`src/rtl/lte_pss_mapper.sv`:
```
// lte_pss_mapper: captures one 62-sample LTE PSS sequence d(0..61) from an
// AXI-Stream input and emits a full FFT_SIZE-bin IFFT input symbol with the
// sequence placed around DC (bins 1..31 and FFT_SIZE-31..FFT_SIZE-1).
// Optional feature: define LTE_PSS_MAPPER_ERR_CNT_EN to add the err_cnt port,
// a saturating 8-bit count of sequence length errors.
module lte_pss_mapper #(
    parameter int FFT_SIZE = 128
) (
    input  logic        clk,
    input  logic        rst_n,
    input  logic [31:0] s_axis_tdata,
    input  logic        s_axis_tvalid,
    output logic        s_axis_tready,
    input  logic        s_axis_tlast,
    output logic [31:0] m_axis_tdata,
    output logic        m_axis_tvalid,
    input  logic        m_axis_tready,
    output logic        m_axis_tlast,
`ifdef LTE_PSS_MAPPER_ERR_CNT_EN
    output logic [7:0]  err_cnt,
`endif
    output logic        err_len
);

    localparam int BIN_W = $clog2(FFT_SIZE);

    localparam logic [1:0] ST_FILL  = 2'd0;
    localparam logic [1:0] ST_DRAIN = 2'd1;
    localparam logic [1:0] ST_EMIT  = 2'd2;

    logic [1:0]       state;
    logic [5:0]       cnt;
    logic [BIN_W-1:0] bin;
    logic             err_q;
    logic             s_fire;
    logic             m_fire;
    logic [5:0]       rd_idx;
    logic             in_band;

    // Only 62 entries are ever written; the two spare entries let a 6-bit
    // index address the array without a range hole.
    logic [31:0]      seq_buf [0:63];

    // Outputs are forced idle while rst_n is low, independent of state.
    assign s_axis_tready = rst_n && (state != ST_EMIT);
    assign m_axis_tvalid = rst_n && (state == ST_EMIT);
    assign m_axis_tlast  = m_axis_tvalid && (bin == BIN_W'(FFT_SIZE - 1));
    assign err_len       = rst_n && err_q;
    assign s_fire        = s_axis_tvalid && s_axis_tready;
    assign m_fire        = m_axis_tvalid && m_axis_tready;

    // Sequence control: capture, drain overlong input, emit one symbol.
    always_ff @(posedge clk) begin
        if (!rst_n) begin
            state <= ST_FILL;
            cnt   <= '0;
            bin   <= '0;
            err_q <= 1'b0;
        end else begin
            err_q <= 1'b0;
            case (state)
                ST_FILL: begin
                    if (s_fire) begin
                        if (s_axis_tlast) begin
                            cnt <= '0;
                            if (cnt == 6'd61) begin
                                state <= ST_EMIT;
                            end else begin
                                err_q <= 1'b1;
                            end
                        end else if (cnt == 6'd61) begin
                            cnt   <= '0;
                            err_q <= 1'b1;
                            state <= ST_DRAIN;
                        end else begin
                            cnt <= cnt + 6'd1;
                        end
                    end
                end
                ST_DRAIN: begin
                    if (s_fire && s_axis_tlast) begin
                        state <= ST_EMIT;
                    end
                end
                ST_EMIT: begin
                    if (m_fire) begin
                        if (bin == BIN_W'(FFT_SIZE - 1)) begin
                            bin   <= '0;
                            state <= ST_FILL;
                        end else begin
                            bin <= bin + BIN_W'(1);
                        end
                    end
                end
                default: begin
                    state <= ST_FILL;
                end
            endcase
        end
    end

    // Sample buffer write; data storage carries no reset.
    always_ff @(posedge clk) begin
        if (s_fire && (state == ST_FILL)) begin
            seq_buf[cnt] <= s_axis_tdata;
        end
    end

    // Bin-to-sample mapping. FFT_SIZE is a multiple of 64, so the low six bits
    // of bin suffice: bins 1..31 map to bin+30, and the upper band starting at
    // FFT_SIZE-31 (= 33 mod 64) maps to bin-33.
    always_comb begin
        in_band = 1'b0;
        rd_idx  = '0;
        if ((bin != '0) && (bin <= BIN_W'(31))) begin
            in_band = 1'b1;
            rd_idx  = bin[5:0] + 6'd30;
        end else if (bin >= BIN_W'(FFT_SIZE - 31)) begin
            in_band = 1'b1;
            rd_idx  = bin[5:0] - 6'd33;
        end
    end

    assign m_axis_tdata = (m_axis_tvalid && in_band) ? seq_buf[rd_idx] : 32'd0;

`ifdef LTE_PSS_MAPPER_ERR_CNT_EN
    // Saturating count of length-error pulses.
    always_ff @(posedge clk) begin
        if (!rst_n) begin
            err_cnt <= 8'd0;
        end else if (err_q && (err_cnt != 8'hFF)) begin
            err_cnt <= err_cnt + 8'd1;
        end
    end
`endif

endmodule

```
`config.mk`:
```
export PLATFORM = sky130hd
export DESIGN_NAME = lte_pss_mapper
export DESIGN_NICKNAME = d
export VERILOG_FILES = /design/src/rtl/lte_pss_mapper.sv
export SDC_FILE = /design/constraint.sdc
export NUM_CORES = 2
export LEC_CHECK = 0
export ABC_AREA = 1
export ABC_CLOCK_PERIOD_IN_PS = 4700
export CAP_MARGIN = 40
export CORE_MARGIN = 2
export CORE_UTILIZATION = 45
export CTS_CLUSTER_SIZE = 10
export DETAILED_ROUTE_END_ITERATION = 8
export PLACE_DENSITY = 0.58
export SYNTH_ARGS = -nofsm -noshare
export SYNTH_HDL_FRONTEND = slang
export SYNTH_SLANG_ARGS = --single-unit
```
`constraint.sdc`:
```
create_clock -name clk -period 4.7 [get_ports clk]
set_input_delay 1.41 -clock clk [delete_from_list [all_inputs] [get_ports clk]]
set_output_delay 1.41 -clock clk [all_outputs]
set_load 0.01 [all_outputs]
```
# Word-level counts from Yosys, hierarchy flattened
# Memories as Yosys holds them, arrays and structs flattened.
# Cells that the tools add are included.
# op_classes
n_mux	21
order_cmp	2
n_reduce_logical	16
n_eq_ne	10
n_addsub	4
# op_table
op	n
2-to-1 mux 32 bit	1
2-to-1 mux 6 bit	4
2-to-1 mux 2 bit	7
logical AND 1 bit	10
inequality test 2 bit (second input constant)	5
adder 7 x 1 -> 7 bit (second input constant)	1
equality test 7 bit (second input constant)	1
greater-or-equal comparator 7 bit (second input constant)	1
<= comparator 7 x 5 -> 1 bit (second input constant)	1
2-to-1 mux 1 bit	7
2-to-1 mux 7 bit	1
nonzero test 7 bit	1
adder 6 x 1 -> 6 bit (second input constant)	1
adder 6 x 5 -> 6 bit (second input constant)	1
equality test 6 bit (second input constant)	1
one-hot mux 2 bit (3 select lines)	1
subtractor 6 bit (second input constant)	1
AND reduction 5 bit	1
AND reduction 2 bit	2
AND reduction 3 bit	1
equality test 2 x 1 -> 1 bit (second input constant)	1
equality test 2 bit (second input constant)	1
zero test 2 bit	1
inequality test 2 x 1 -> 1 bit (second input constant)	1
# totals
mem_count	1
ramBits	2048
output_inout_bits	36
inputBits	37
word_cells	58
regBits	16
# mem_list
name	words	width	rd	rd_ports_with_merged_regs	wr	line	text
seq_buf	64	32	1	0	1	42	logic [31:0] seq_buf [0:63];

# Longest topological paths before layout
# depth
depth_word	6
depth_mapped	21
depth_no_buf	17

# Worst setup path before layout
# OpenSTA, ideal clock, no wires.
# synth_path
path_type	input to register
start	input port rst_n
end	memory seq_buf[10][0] (enable)
cell_stages	8
n_path_buf	0
setup_ns	0.421
slack_ns	0.502
arrival_time_ns	3.777
required_ns	4.279
path_cell_list	inv_1 > nor2_1 > nand2_1 > inv_1 > nand2_1 > nor2_1 > nand3_1 > nor2_1
# synth_via
elab_chain_cells	5
# synth_lines
item	line	text
from (decl)	10	input logic rst_n,
logical AND 1 bit	45	assign s_axis_tready = rst_n && (state != ST_EMIT);
via s_axis_tready	13	output logic s_axis_tready,
logical AND 1 bit	49	assign s_fire = s_axis_tvalid && s_axis_tready;
logical AND 1 bit	104	if (s_fire && (state == ST_FILL)) begin
2-to-1 mux 1 bit	104	
2-to-1 mux 1 bit (not written as such)	105	seq_buf[cnt] <= s_axis_tdata;
to (decl)	42	
# The timed path passes the listed nets, and every way through them passes these cells.

# Final worst setup path
# layout_path
start	register bin[1]
end	output port m_axis_tdata[27]
# layout_via
elab_chain_cells	5
word_cells_on_any_way	13
classes_between	add/sub (2); order compare (2); mux (5); reduce/logical (3); memory (1)
# layout_lines
item	line	text
from (decl)	33	logic [BIN_W-1:0] bin;
from (signal assigned)	91	bin <= bin + BIN_W'(1);
subtractor 6 bit, or another cell as far along	120	rd_idx = bin[5:0] - 6'd33;
2-to-1 mux 6 bit, or another cell as far along	118	end else if (bin >= BIN_W'(FFT_SIZE - 31)) begin
2-to-1 mux 6 bit or 2-to-1 mux 1 bit (tied branches)	115	if ((bin != '0) && (bin <= BIN_W'(31))) begin
memory read (64 x 32 bit) or logical AND 1 bit (tied branches)	-	
2-to-1 mux 32 bit (*)	124	assign m_axis_tdata = (m_axis_tvalid && in_band) ? seq_buf[rd_idx] : 32'd0;
to (decl)	15	output logic [31:0] m_axis_tdata,
# Mark *: on every way between the ends. The rest lies on a longest branch, timed or not.

==> results.py <==
metrics = {
    "global_route": {
        "antenna_found_initial": 4,
        "grt_pass1_vias": 58400,
        "grtUsageTotal_pct": 29.6,
        "grt_overflow_total": 0,
        "grt_pass1_wl_um": 413000,
        "grt_max_degree": 74,
    },
    "sta": {
        "fin_skew_ns": 0.0433,
        "grt_setup_unrepaired": "true",
        "worst_pin_slew_ns": 0.900,
        "drv_slew": 0,
        "fin_hold_ws_ns": 0.546,
        "hold_viol": 0,
        "fmax_ghz": 0.188,
        "setup_slack_ns": -0.619,
        "final-setup-viol-count": 32,
        "slew_headroom_pct": 40.0,
        "period_minus_slack_ns": 5.32,
        "period_share_pct": 113,
    },
    "status": {
        "violations": "setup timing",
        "outcome": "finished, violations left",
    },
    "synthesis": {
        "synth.area.top_cells": "edfxtp_1, nand3_1, nand2_1",
        "synth_top_flop_cell": "edfxtp_1",
        "syn-cell-area_um2": 84500,
        "syn_avg_cell_area_um2": 12.1,
        "synth_top_area_cell": "edfxtp_1",
        "synthDominantCellAreaShare_pct": 72.8,
        "synth_common_cells": "nand3_1, edfxtp_1, nand2_1",
        "async_reset_ff_share_pct": 0,
        "synth_nets": 7026,
        "synthDistinctLibCells": 31,
        "synth-edff-count": 2048,
        "ys_ff_latch": 2064,
        "synthCells": 6980,
        "yosysMostFrequentCell": "nand3_1",
        "yosysSeqAreaShare_pct": 73.2,
        "synth_warnings": 0,
    },
    "route": {
        "wl_met2_um": 133000,
        "drt_iter0_drc": 8761,
        "wire_per_inst_um": 28.4,
        "dr.pass1.iters": 6,
        "drt_wl_total_um": 292000,
        "antenna_left": 0,
        "drc": 0,
        "route.met3.wl_um": 29600,
        "wl_met1_um": 116000,
        "viasPerCell": 6.03,
        "vias": 61900,
        "top_layer": "met4",
    },
    "critical_path": {
        "max_stage_delay_ns": 0.39,
        "critPathSlowestCell": "dfxtp_4",
        "cp-end-kind": "output port",
        "r2r_end": "seq_buf[62][4]",
        "cp.arrival_ns": 3.91,
        "reg2regPathDepth": 11,
        "required_ns": 3.29,
        "worstPathMaxFanout": 7,
        "rrSetupSlack_ns": 1.69,
        "crit_chain": "inv_8 > ha_4 > nand2_2 > inv_2 > nor2_4 > nand2_2 > nand3_4 > buf_12 > nand2_8 > buf_6 > buf_12 > buf_16 > buf_16 > buf_6 > nand2_1 > nand3_1 > nand3_1 > nand3_1 > nand3_1 > nand2_2 > nor2_4 > nor2_4 > buf_6 > buf_6",
        "critPathKind": "flop to output port",
        "cp-start-kind": "flop",
        "r2r-start": "state[0]",
    },
    "pwr": {
        "powerDensity_nw_per_um2": 334,
        "ir_worst_vdd_uv": 347,
        "p_leak_nw": 38.9,
    },
    "placement": {
        "io_buffers": 72,
        "dp_hpwl_um": 161000,
        "gp_congestion": 0.867,
        "placed_cells": 9710,
        "placed_area_um2": 94400,
    },
    "worst_hold_path": {
        "min_path_type": "flop to flop",
        "hold_end": "bin[2]",
        "min_path_cells": 2,
        "hold_start": "bin[2]",
    },
    "layout": {
        "area_growth_pct": 29.9,
        "fin_cells": 10300,
        "fillers": 14500,
        "nets": 7743,
        "drive_gt1_share_pct": 25.9,
        "design_area_um2": 110000,
    },
    "clock_tree": {
        "cts.sinks": 2064,
        "h-tree-depth": 4,
        "worstSkewPairLatency_ns": 0.87,
        "clk_pin_slew_ns": 0.05,
        "cts_root_buf": "clkbuf_16",
        "clockBufferDepth": 3,
        "numCtsBuffers": 228,
        "cts_tree": "done",
    },
    "floorplan": {
        "core_um2": 187000,
        "fp.dieH_um": 437,
        "start_util_pct": 45.1,
        "rows": 159,
        "pin_count": 73,
        "dieArea_um2": 191000,
        "die_w_um": 437,
    },
    "run": {
        "cap_violations": 0,
    },
}
[worst max-delay path by stage]
stage | startpoint | end | slack [ns]
after CTS | bin[0] | m_axis_tdata[17] | -0.70
after detailed placement | rst_n | m_axis_tdata[21] | -0.67
after global placement | bin[1] | m_axis_tdata[17] | -0.70
final | bin[1] | m_axis_tdata[27] | -0.62
after global routing | bin[0] | m_axis_tdata[19] | -0.75
after floorplan | rst_n | seq_buf[10][0] | 0.50
[cell type report]
cell class	count	area [um2]	share of cell area (%)
clock buffer	280	5940	5.42
timing repair inverter	2	17.5	0.0160
tap	2495	3120	2.84
inverter	39	220	0.201
sequential	2064	61800	56.3
multi-input combinational	4360	24400	22.2
timing repair buffer	1002	13900	12.7
clock inverter	22	288	0.262
antenna	7	17.5	0.0160
[state kept, by name (all words and copies together), names as in the netlist]
register	count
bin	7
cnt	6
err_q	1
seq_buf	2048
state	2
[placed cells by master, fill, tap and decap left out, types with 19 or more instances in the layout]
cell type,instances
nand3_2,363
nor2_4,125
bufbuf_16,19
inv_1,26
buf_16,83
buf_8,41
clkbuf_16,254
nor2_1,33
edfxtp_1,2048
nand3_1,2118
nand3_4,92
buf_12,266
buf_2,45
nand2_2,106
buf_6,82
buf_4,432
nand2_1,1410
nand2_4,24
nor2_2,28
clkbuf_1,50
[cells by family after synthesis]
| kind of cell | count (synthesis) | share of synthesized area (%) |
|---|---|---|
| and+or+nand+nor | 4315 | 23.1 |
| buffers and inverters | 558 | 3.36 |
| AOI/OAI and AO/OA | 29 | 0.194 |
| DFF | 2064 | 73.2 |
| xor gates and xnor gates | 5 | 0.0518 |
| adders and majority gates | 9 | 0.133 |
[critical path, delay by kind of cell, from the launching register on]
family        cells  cell delay (ns)
simple gates     13             1.33
buf+inv          10             1.18
flops             1             0.39
fa+ha+maj         1             0.15
[per-stage QoR]
| step | setup TNS, ns | total power (W) | setup WS [ns] | util, % |
|---|---|---|---|---|
| after CTS | -17.71 | 0.0368 | -0.702 | 57.1 |
| final | -16.91 | 0.0366 | -0.619 | 58.6 |
| after global routing | -20.49 | 0.0375 | -0.746 | 58.6 |
| after floorplan | 0 | 0.0207 | 0.502 | - |
| after global placement | -17.84 | 0.0212 | -0.705 | 50.2 |
| after detailed placement | -18.14 | 0.0212 | -0.666 | 50.4 |
[routing by layer]
layer	GRT usage (%)	vias up
li1	-	26800
met1	41.8	30900
met2	46.0	3597
met3	4.95	579
met4	11.6	0
met5	0	-
[timing repair]
item,CTS,global route
endpoints found under the setup margin,32,33
cloned,64,25
pin swaps,185,224
resized for setup,852,461
hold buffers,0,0
buffers inserted,143,55
[report_power, final]
group / total, W / internal, W / switching (W)
clock network: 0.0157 / 0.00879 / 0.00694
registers: 0.0203 / 0.0203 / 0.00000795
logic: 0.000622 / 0.000124 / 0.000498
Power figures use the tool's default switching activity.
